`src/rtl/mem_copy_dma.sv`:
```
// mem_copy_dma: bus initiator that copies a block of words, or fills a block
// with a constant, over the CPU-side memory protocol.
//
// Ports:
//   clk, reset          rising-edge clock, asynchronous active-high reset
//   start               one-cycle request, honoured only in IDLE
//   fill                0 = copy, 1 = fill (captured with start)
//   src_addr, dst_addr  source / destination base addresses (captured)
//   len                 word count 0..511 (captured)
//   fill_value          word written in fill mode (captured)
//   read_data           data returned by the address decoder
//   mem_cmd             00 none, 10 read, 11 write
//   mem_addr            bus address
//   write_data          write data, meaningful only while mem_cmd = 11
//   busy                high in RD, WAIT and WR
//   done                one-cycle pulse in DONE
//
// state | meaning
// ------+---------------------------------------------------------------
// IDLE  | bus quiet, waiting for start
// RD    | read command presented at src+i
// WAIT  | read held at src+i, read_data latched at end of cycle
// WR    | write dst+i, advance i, decide next word or finish
// DONE  | done pulse, bus quiet, back to IDLE
module mem_copy_dma #(
    parameter int ADDR_W = 9,
    parameter int DATA_W = 16
) (
    input  logic              clk,
    input  logic              reset,
    input  logic              start,
    input  logic              fill,
    input  logic [ADDR_W-1:0] src_addr,
    input  logic [ADDR_W-1:0] dst_addr,
    input  logic [ADDR_W-1:0] len,
    input  logic [DATA_W-1:0] fill_value,
    input  logic [DATA_W-1:0] read_data,
    output logic [1:0]        mem_cmd,
    output logic [ADDR_W-1:0] mem_addr,
    output logic [DATA_W-1:0] write_data,
    output logic              busy,
    output logic              done
);

    typedef enum logic [2:0] {
        S_IDLE,
        S_RD,
        S_WAIT,
        S_WR,
        S_DONE
    } state_t;

    localparam logic [1:0] CMD_NONE  = 2'b00;
    localparam logic [1:0] CMD_READ  = 2'b10;
    localparam logic [1:0] CMD_WRITE = 2'b11;

    localparam logic [ADDR_W-1:0] ONE = {{(ADDR_W-1){1'b0}}, 1'b1};

    state_t            state;
    logic              fill_q;
    logic [ADDR_W-1:0] src_q;
    logic [ADDR_W-1:0] dst_q;
    logic [ADDR_W-1:0] len_q;
    logic [DATA_W-1:0] fill_value_q;
    logic [ADDR_W-1:0] idx;
    logic [ADDR_W-1:0] idx_next;
    logic              last_word;

    always_comb begin
        idx_next  = idx + ONE;
        last_word = (idx_next == len_q);
    end

    // Outputs are registered and loaded on the edge that enters each state,
    // so every bus value belongs to the cycle of the state it describes.
    // In copy mode write_data doubles as the read buffer: it is loaded from
    // read_data on the edge that ends WAIT and presented during WR.
    always_ff @(posedge clk or posedge reset) begin
        if (reset) begin
            state        <= S_IDLE;
            fill_q       <= 1'b0;
            src_q        <= '0;
            dst_q        <= '0;
            len_q        <= '0;
            fill_value_q <= '0;
            idx          <= '0;
            mem_cmd      <= CMD_NONE;
            mem_addr     <= '0;
            write_data   <= '0;
            busy         <= 1'b0;
            done         <= 1'b0;
        end else begin
            case (state)
                S_IDLE: begin
                    mem_cmd    <= CMD_NONE;
                    mem_addr   <= '0;
                    write_data <= '0;
                    busy       <= 1'b0;
                    done       <= 1'b0;
                    if (start) begin
                        fill_q       <= fill;
                        src_q        <= src_addr;
                        dst_q        <= dst_addr;
                        len_q        <= len;
                        fill_value_q <= fill_value;
                        idx          <= '0;
                        if (len == '0) begin
                            state <= S_DONE;
                            done  <= 1'b1;
                        end else if (fill) begin
                            state      <= S_WR;
                            mem_cmd    <= CMD_WRITE;
                            mem_addr   <= dst_addr;
                            write_data <= fill_value;
                            busy       <= 1'b1;
                        end else begin
                            state    <= S_RD;
                            mem_cmd  <= CMD_READ;
                            mem_addr <= src_addr;
                            busy     <= 1'b1;
                        end
                    end
                end

                // Command and address stay put: the decoder qualifies
                // read_data with them during WAIT.
                S_RD: begin
                    state <= S_WAIT;
                end

                S_WAIT: begin
                    state      <= S_WR;
                    mem_cmd    <= CMD_WRITE;
                    mem_addr   <= dst_q + idx;
                    write_data <= read_data;
                end

                S_WR: begin
                    idx <= idx_next;
                    if (last_word) begin
                        state      <= S_DONE;
                        mem_cmd    <= CMD_NONE;
                        mem_addr   <= '0;
                        write_data <= '0;
                        busy       <= 1'b0;
                        done       <= 1'b1;
                    end else if (fill_q) begin
                        state      <= S_WR;
                        mem_addr   <= dst_q + idx_next;
                        write_data <= fill_value_q;
                    end else begin
                        state      <= S_RD;
                        mem_cmd    <= CMD_READ;
                        mem_addr   <= src_q + idx_next;
                        write_data <= '0;
                    end
                end

                S_DONE: begin
                    state <= S_IDLE;
                    done  <= 1'b0;
                end

                default: begin
                    state      <= S_IDLE;
                    mem_cmd    <= CMD_NONE;
                    mem_addr   <= '0;
                    write_data <= '0;
                    busy       <= 1'b0;
                    done       <= 1'b0;
                end
            endcase
        end
    end

endmodule
```
`config.mk`:
```
export PLATFORM = sky130hd
export DESIGN_NAME = mem_copy_dma
export DESIGN_NICKNAME = d
export VERILOG_FILES = /design/src/rtl/mem_copy_dma.sv
export SDC_FILE = /design/constraint.sdc
export NUM_CORES = 1
export LEC_CHECK = 0
export ABC_AREA = 1
export CELL_PAD_IN_SITES_DETAIL_PLACEMENT = 0
export CELL_PAD_IN_SITES_GLOBAL_PLACEMENT = 1
export CORE_ASPECT_RATIO = 1.5
export CORE_UTILIZATION = 38
export DETAILED_ROUTE_END_ITERATION = 12
export PLACE_DENSITY_LB_ADDON = 0.25
export SYNTH_ARGS = -nofsm -noshare
export SYNTH_HDL_FRONTEND = slang
export SYNTH_SLANG_ARGS = --single-unit
```
`constraint.sdc`:
```
create_clock -name clk -period 3 [get_ports clk]
set_input_delay 0.3 -clock clk [delete_from_list [all_inputs] [get_ports clk]]
set_output_delay 0.3 -clock clk [all_outputs]
set_load 0.02 [all_outputs]
```
==> flow_summary.ini, run 1 <==
[run_status]
result_of_the_run = finished, final reports clean

[global_route]
groute.usage.overall_pct = 22.4
grt_pass1_vias = 4704
antenna_violations_before_repair = 0
grt_max_degree = 45
grt_pass1_wl_um = 23100
global_route.overflow_total = 0

[worst_hold_path]
timing.hold.worst.class = in2async

[critical_path]
required_ns = 3.28
setup.worst_path.class = reg2reg
reg2reg_depth = 13
worst-r2r-setup-slack_ns = 0.54
crit_path_start_kind = register
crit_path_end_kind = register
worst_r2r_startpoint = fill_q
worst-endpoint-arrival_ns = 2.74
path_max_fanout = 17
r2r_end = mem_addr[8]

[timing]
setup_repair_after_global_routing_missed_its_margin = no
layout_setup_ws_ns = 0.544
hold_slack_ns = 0.396
finalClockSkew_ns = 0.00798
finalCritPeriodShare_pct = 81.9
report.final.slew_viol_count = 0
min_period_ns = 2.46
timing_worst_slew_pin_value_ns = 0.799
setup-violations-final = 0
tns_ns = 0
peak_freq_ghz = 0.407
hold_viol_final = 0
slew_headroom_pct = 46.6

[placement]
gpl.final_weighted_congestion = 0.895
port_buffers = 91
placement.setup.worst_slack_ns = 0.554
postPlaceCellArea_um2 = 6110
post-dp-hpwl_um = 10800

[cells_and_area]
antennaDiodeCount = 0
final_layout_size_suffix_gt1_share_pct = 7.14
stdcell_area_um2 = 6390
area_growth_syn_to_layout_pct = 28.0
numnets_final = 847

[cts]
max-clock-path-buffers = 2
cts-buffers-inserted = 9
post_cts.repair.setup_buffers = 0
ctsHoldBuffers = 0
cts.root.buffer_cell = clkbuf_16
cts_tree = yes
cts.htree.levels = 3
numClockSinks = 85
post_cts_clock_slew_at_the_launch_and_capture_registers_of_the_worst_setup_and_hold_paths_ns = 0.07
ctsResizeCount = 0
insertion_delay_ns = 0.34

[die]
die-area_um2 = 13600
coreArea_um2 = 12900
placementRows = 51
initial_core_util_pct = 38.8
boundaryPins = 92
die_y_um = 142
die_width_um = 95.6

[synth]
synth.top_cells.by_count = 237 x nand2_1, 85 x dfrtp_1, 84 x inv_1
post_synth.cell_area_avg_um2 = 7.44
synthTopCellsByArea = dfrtp_1 43%, nand2_1 18%, o21ai_0 6.9%
synthesis.nets = 754
mappedNetlistArea_um2 = 5000
yosysTopAreaCell = dfrtp_1
netlist-cell-type-count = 34
portion_of_synthesized_cell_area_occupied_by_the_leading_cell_type_pct = 42.6
ys_warnings = 0
postSynthCellCount = 672
ys_seq_area_share_pct = 42.6
postSynth.asyncResetShare_pct = 100
synth_edf_count = 0
ys_ff_latch = 85
synth_ff_type = dfrtp_1
synth_most_common_cell = nand2_1

[detailed_routing]
drt_iter0_drc = 203
number_of_remaining_drc_errors = 0
vias_per_cell = 5.04
routed_wl_um = 14200
firstDrtPassIters = 4
post_drt_wl_per_cell_um = 15.3
route.antenna.remaining_nets = 0
total_number_of_vias = 4680

[pwr]
power_per_cell_area_nw_per_um2 = 951
vdd_ir_drop_max_mv = 0.422
cell_leakage_power_nw = 3.11

[flow_run]
cap_viol_max_count = 0
==> where the power goes <==
group          total [mW]  switching (mW)  internal (mW)
Sequential           1.97           0.340           1.63
Combinational        3.03            1.85           1.18
Clock                1.08           0.488          0.588
Total                6.08            2.68           3.40
==> registers in the layout, indices dropped and copies added (netlist names) <==
name / count
idx: 9
dst_q: 9
fill_q: 1
done: 1
mem_addr: 9
fill_value_q: 16
write_data: 16
src_q: 9
mem_cmd: 2
state: 3
busy: 1
len_q: 9
==> cell families (layout without fill, tap and decap cells) <==
logic type | count (synthesis) | in the layout | synth area share [%]
AOI/OAI and AO/OA | 102 | 102 | 10.8
DFF | 85 | 85 | 42.6
and+or+nand+nor | 348 | 348 | 31.4
adders and majority gates | 19 | 19 | 5.06
xor gates and xnor gates | 10 | 10 | 1.75
buffers and inverters | 108 | 206 | 8.39
==> worst max path at each step <==
stage | startpoint | to | slack [ns] | depth (start not counted)
final | fill_q | mem_addr[8] | 0.54 | 13
after detailed placement | fill_q | mem_addr[8] | 0.55 | 13
after global routing | fill_q | mem_addr[8] | 0.27 | 13
after floorplan | reset | busy | 0.51 | 1
after CTS | fill_q | mem_addr[8] | 0.54 | 13
after global placement | fill_q | mem_addr[8] | 0.65 | 13
==> placed cells by master, fill, tap and decap left out, types with 2 or more instances in the layout <==
cell	instances
o22ai_1	7
nand2_2	4
o21bai_1	2
nand4_1	13
inv_1	83
xnor2_1	3
buf_4	8
o21ai_0	69
or2_2	5
o211ai_1	5
clkbuf_16	9
a21oi_1	15
nand2_1	237
o21ai_1	2
clkinv_2	2
xor2_1	7
nor3_1	3
nand3b_1	18
ha_1	17
nand3_1	36
nor2_1	18
nor2_4	3
dfrtp_1	85
fa_1	2
clkinvlp_4	2
clkdlybuf4s50_1	91
nand3_2	2
clkinv_4	2
nor2_2	5
inv_2	5
==> layout make-up <==
cell class / instances / area [um^2]
fillers: 1296 / 6490
inverters: 90 / 342
clock inverters: 6 / 46.3
well taps: 159 / 199
multi-input cells: 479 / 2450
clock buffers: 10 / 239
repair buffers: 100 / 991
flip-flops and latches: 85 / 2130
==> routing by layer <==
layer  global-route usage, %  share of wire [%]  up-vias
li1                        -                  -     2332
met1                    26.1                 41     2217
met2                    40.0                 52      106
met3                    3.63                3.9       25
met4                    9.19                2.9        0
met5                       0                  0        -
==> through the flow <==
step                      std cells  util, %  total power, mW
final                           929     49.6             6.08
after floorplan                 672        -             3.94
after detailed placement        913     47.4             5.03
after global placement          913     47.4             4.99
after CTS                       929     49.6             6.14
after global routing            929     49.6             6.59
==> critical path, cell delays in order (launching register included) <==
cell	delay [ns]
dfrtp_1	0.67
nand2_1	0.08
o21ai_0	0.10
ha_1	0.20
inv_1	0.06
fa_1	0.42
nor2_1	0.16
nor2_1	0.08
nor2_1	0.14
nand4_1	0.11
nand2_1	0.09
xor2_1	0.16
nand2_1	0.07
nand3_1	0.06
No activity file was read; power rests on OpenSTA's default activity.
==> run 2, diff against run 1 <==
Settings changed: CORE_UTILIZATION 38 to 35.
Clock period 3 ns to 1.97 ns, I/O delays scaled along.
==> run 2 against run 1 <==
The run now ends with negative setup slack left. Core utilization up 4.9 points. Sequential share of layout area down 5.3 points. Count of clock-buffer cells in the layout unchanged. Clock power up 79%. Routed wire length up 13%. Critical path type unchanged. Largest power group unchanged. Highest routed layer unchanged.
==> flow_summary.ini, run 2 (synthesis results as in run 1) <==
[run_status]
result_of_the_run = finished, violations left
failing_checks = negative setup slack

[cells_and_area]
fillerInstances = 1315
largestRegisters = fill_value_q: 16 flops, write_data: 16 flops
final_util_pct = 54.5
stdcell_area_um2 = 7620
antennaDiodeCount = 0
layout.cells.non_filler = 1048
mostFrequentLayoutCell = nand2_1
area_growth_syn_to_layout_pct = 52.6
most-common-layout-cells = 211 x nand2_1, 91 x clkdlybuf4s50_1, 84 x buf_4, 81 x dfrtp_1, 74 x inv_1
numnets_final = 933
final_layout_size_suffix_gt1_share_pct = 26.1

[timing]
timing_worst_slew_pin_value_ns = 0.775
report.final.slew_viol_count = 0
finalCritPeriodShare_pct = 111
slew_headroom_pct = 48.1
setup-violations-final = 32
hold_viol_final = 0
setup_repair_after_global_routing_missed_its_margin = yes
layout_setup_ws_ns = -0.208
peak_freq_ghz = 0.459
finalClockSkew_ns = 0.00719
hold_slack_ns = 0.339
min_period_ns = 2.18

[cts]
cts.htree.levels = 3
numClockSinks = 85
post_cts_clock_slew_at_the_launch_and_capture_registers_of_the_worst_setup_and_hold_paths_ns = 0.07
insertion_delay_ns = 0.35
cts.root.buffer_cell = clkbuf_16
cts_tree = yes
cts-buffers-inserted = 9
max-clock-path-buffers = 2

[die]
boundaryPins = 92
coreArea_um2 = 14000
die_y_um = 148
initial_core_util_pct = 35.7
placementRows = 53
die-area_um2 = 14800
die_width_um = 99.6

[detailed_routing]
number_of_remaining_drc_errors = 0
firstDrtPassIters = 4
post_drt_wl_per_cell_um = 15.3
drt_iter0_drc = 175
routed_wl_um = 16100
route.antenna.remaining_nets = 0
vias_per_cell = 4.77
total_number_of_vias = 5000

[critical_path]
timing.critical_path.cells = buf_6 > ha_4 > inv_2 > fa_2 > nand3b_1 > nand2_1 > nand4_1 > nand3_1 > nand2_1 > nand3_1 > nand2_1 > inv_1 > nand3_2
timing.critical_path.slowest_cell_delay_ns = 0.46
path_max_fanout = 5
cell_seen_most_often_among_critical_path_stages = nand2_1
worst-r2r-setup-slack_ns = -0.21
worst-endpoint-arrival_ns = 2.41
required_ns = 2.20
crit_slowest_cell = dfrtp_2
crit_path_start_kind = register
crit_path_end_kind = register
setup.worst_path.class = reg2reg

[worst_hold_path]
timing.hold.worst.class = in2async

[global_route]
grt_max_degree = 86
grt_pass1_wl_um = 25600
antenna_violations_before_repair = 0
grt_pass1_vias = 5180
groute.usage.overall_pct = 22.6
global_route.overflow_total = 0

[flow_run]
cap_viol_max_count = 0

[pwr]
power_per_cell_area_nw_per_um2 = 1510
cell_leakage_power_nw = 3.61
vdd_ir_drop_max_mv = 0.614

[placement]
gpl.final_weighted_congestion = 0.906
post-place-cells = 1015
post-dp-hpwl_um = 11600
port_buffers = 91
postPlaceCellArea_um2 = 6710
placement.setup.worst_slack_ns = -0.327
## run 2: worst paths after layout
check	from	endpoint	depth (start not counted)
worst min register to register	fill_value_q[8]	fill_value_q[8]	2
worst max register to register	idx[0]	mem_addr[8]	13
min in group clk	fill_value[9]	fill_value_q[9]	3
worst min-delay path	reset	write_data[13]	3
max in group asynchronous	reset	len_q[6]	3
worst max-delay path	idx[0]	mem_addr[8]	13
## run 2: what timing repair did
item,CTS,global route
setup buffers,16,2
setup endpoints to repair,30,32
pin swaps,33,30
hold buffers,0,0
gates resized for setup,84,36
## run 2: power breakdown
part | internal (mW) | switching, mW | total, mW
Combinational | 2.94 | 3.60 | 6.53
Sequential | 2.50 | 0.528 | 3.02
Clock | 1.16 | 0.769 | 1.93
Total | 6.59 | 4.89 | 11.5
## run 2: cell type report
cell class                      instances  area (um^2)  share of cell area [%]
Clock inverter                          6         93.8                    1.23
Tap cell                              192          240                    3.15
Multi-Input combinational cell        479         2870                    37.7
Sequential cell                        85         2130                    28.0
Timing Repair Buffer                  186         1680                    22.1
Clock buffer                           10          239                    3.13
Inverter                               90          364                    4.78
## run 2: routing by layer
layer	routed length (um)	GRT usage, %
met2	8330	41.4
met5	0	0
met3	576	3.81
met1	6460	25.1
met4	705	10.8
## run 2: per-stage QoR
step | TNS, ns | power, mW
6_report | -4.10 | 11.5
5_1_grt | -7.75 | 12.3
4_1_cts | -0.493 | 11.2
3_5_place_dp | -3.18 | 8.44
3_3_place_gp | -2.73 | 8.34
2_1_floorplan | -0.268 | 6.08
## run 2: critical path, delay by kind of cell (launching register included)
family | cells | cell delay [ns]
buffers and inverters | 3 | 0.24
adders and majority gates | 2 | 0.49
DFF | 1 | 0.46
and+or+nand+nor | 8 | 0.86
==> run 3, diff against run 2 <==
Settings changed: RECOVER_POWER set to 100.
==> run 3 against run 2 <==
The run still ends with negative setup slack left. Global-route usage unchanged. Non-clock buffer count unchanged. Register-to-register slack improved by 0.02 ns. Routed wire length down 0.26%. Maximum frequency grew 0.90%. First-iteration DRC count decreased by 8.6%. Final cell count is the same. Clock skew shrank 0.0012 ns. Design area fell by 0.28%. Combinational power is 2% lower. Hold slack better by 0.083 ns.
==> flow_summary.ini, run 3 (synthesis results as in run 1) <==
[run_status]
result_of_the_run = finished, violations left
failing_checks = negative setup slack

[pwr]
cell_leakage_power_nw = 3.66
vdd_ir_drop_max_mv = 0.603
power_per_cell_area_nw_per_um2 = 1490

[critical_path]
crit_path_start_kind = register
timing.critical_path.slowest_cell_delay_ns = 0.46
crit_path_end_kind = register
setup.worst_path.class = reg2reg
required_ns = 2.20
worst_path_dominant_cell_family = simple AND/OR/NAND/NOR gates
path_max_fanout = 5
timing.critical_path.cells = ha_4 > nand2_8 > nor2_4 > nand2_2 > nand2_2 > nand2_2 > ha_4 > nand2_4 > nor2_4 > a211oi_2 > nand2_1 > xor2_1 > nand2_1 > nand3_2
cp_num_buf_inv = 0
worst-endpoint-arrival_ns = 2.39
crit_slowest_cell = dfrtp_2
cell_seen_most_often_among_critical_path_stages = nand2_2

[placement]
port_buffers = 91
post-dp-hpwl_um = 11600
placement.setup.worst_slack_ns = -0.327
post-place-cells = 1015
postPlaceCellArea_um2 = 6710
gpl.final_weighted_congestion = 0.906

[cells_and_area]
fillerInstances = 1317
largestRegisters = fill_value_q: 16 flops, write_data: 16 flops
layout.cells.non_filler = 1048
final_layout_size_suffix_gt1_share_pct = 25.8
mostFrequentLayoutCell = nand2_1
numnets_final = 933
most-common-layout-cells = 211 x nand2_1, 83 x buf_4, 81 x dfrtp_1, 75 x inv_1, 63 x o21ai_0
antennaDiodeCount = 0
area_growth_syn_to_layout_pct = 52.2
stdcell_area_um2 = 7600

[cts]
cts_tree = yes
cts.root.buffer_cell = clkbuf_16
post_cts_clock_slew_at_the_launch_and_capture_registers_of_the_worst_setup_and_hold_paths_ns = 0.07
insertion_delay_ns = 0.34
cts-buffers-inserted = 9
max-clock-path-buffers = 2
numClockSinks = 85
cts.htree.levels = 3

[detailed_routing]
met1_length_um = 6430
route.antenna.remaining_nets = 0
vias_per_cell = 4.76
top_layer_used = met4
number_of_remaining_drc_errors = 0
post_drt_wl_per_cell_um = 15.3
firstDrtPassIters = 6
routed_wl_um = 16000
route.met3.wl_um = 535
met2_length_um = 8370
total_number_of_vias = 4991
drt_iter0_drc = 160

[timing]
timing_worst_slew_pin_value_ns = 1.22
report.final.slew_viol_count = 0
peak_freq_ghz = 0.463
hold_viol_final = 0
layout_setup_ws_ns = -0.188
setup_repair_after_global_routing_missed_its_margin = yes
setup-violations-final = 32
finalClockSkew_ns = 0.00594
finalCritPeriodShare_pct = 110
slew_headroom_pct = 18.6
min_period_ns = 2.16
hold_slack_ns = 0.422

[global_route]
grt_max_degree = 86
antenna_violations_before_repair = 0
grt_pass1_wl_um = 25600
grt_pass1_vias = 5180
global_route.overflow_total = 0
groute.usage.overall_pct = 22.6

[die]
die_y_um = 148
placementRows = 53
boundaryPins = 92
coreArea_um2 = 14000
die-area_um2 = 14800
die_width_um = 99.6
initial_core_util_pct = 35.7

[flow_run]
cap_viol_max_count = 0

[worst_hold_path]
timing.hold.worst.class = in2reg
-- run 3: path summary, 6_finish.rpt --
path                                  from              end  slack, ns  cells after the start
min                          fill_value[9]  fill_value_q[9]       0.42                      3
min in group asynchronous            reset   write_data[12]       0.78                      3
max reg2reg                         idx[0]      mem_addr[8]      -0.19                     14
max in group asynchronous            reset           idx[2]       0.37                      3
max                                 idx[0]      mem_addr[8]      -0.19                     14
min reg2reg                fill_value_q[8]  fill_value_q[8]       0.49                      2
-- run 3: stage by stage --
stage	utilization, %	power, mW	setup TNS, ns
after floorplan	-	6.08	-0.268
after global placement	47.9	8.34	-2.73
after detailed placement	47.9	8.44	-3.18
after CTS	53.3	11.2	-0.493
after global routing	54.3	12.2	-10.68
final	54.3	11.4	-3.96
-- run 3: worst min-delay path, cell delays in order --
cell,delay (ns)
clkdlybuf4s50_1,0.39
inv_1,0.06
o21ai_0,0.07
-- run 3: report_power, final --
| group | switching (mW) | total [mW] | internal [mW] |
|---|---|---|---|
| Combinational | 3.59 | 6.42 | 2.84 |
| Sequential | 0.514 | 3.01 | 2.50 |
| Clock | 0.770 | 1.93 | 1.16 |
| Total | 4.87 | 11.4 | 6.49 |
-- run 3: layout make-up --
class                      instances  area, um^2  area share, %
tap                              192         240           3.16
clock inverter                     6        93.8           1.23
inverter                          90         364           4.79
multi-input combinational        479        2870           37.7
clock buffer                      10         239           3.14
sequential                        85        2130           28.0
timing repair buffer             186        1660           21.9
-- run 3: timing repair --
action / in CTS / in global routing
gates resized for setup: 84 / 36
endpoints found under the setup margin: 30 / 32
endpoints found under the hold margin: 0 / 0
cloned: 0 / 0
setup buffers: 16 / 2
hold buffers: 0 / 0
pin swaps: 33 / 30
-- run 3: routing by layer --
layer  GRT usage, %  up-vias
met1           25.1     2341
met3           3.81       38
met4           10.8        0
met5              0        -
li1               -     2506
met2           41.4      106
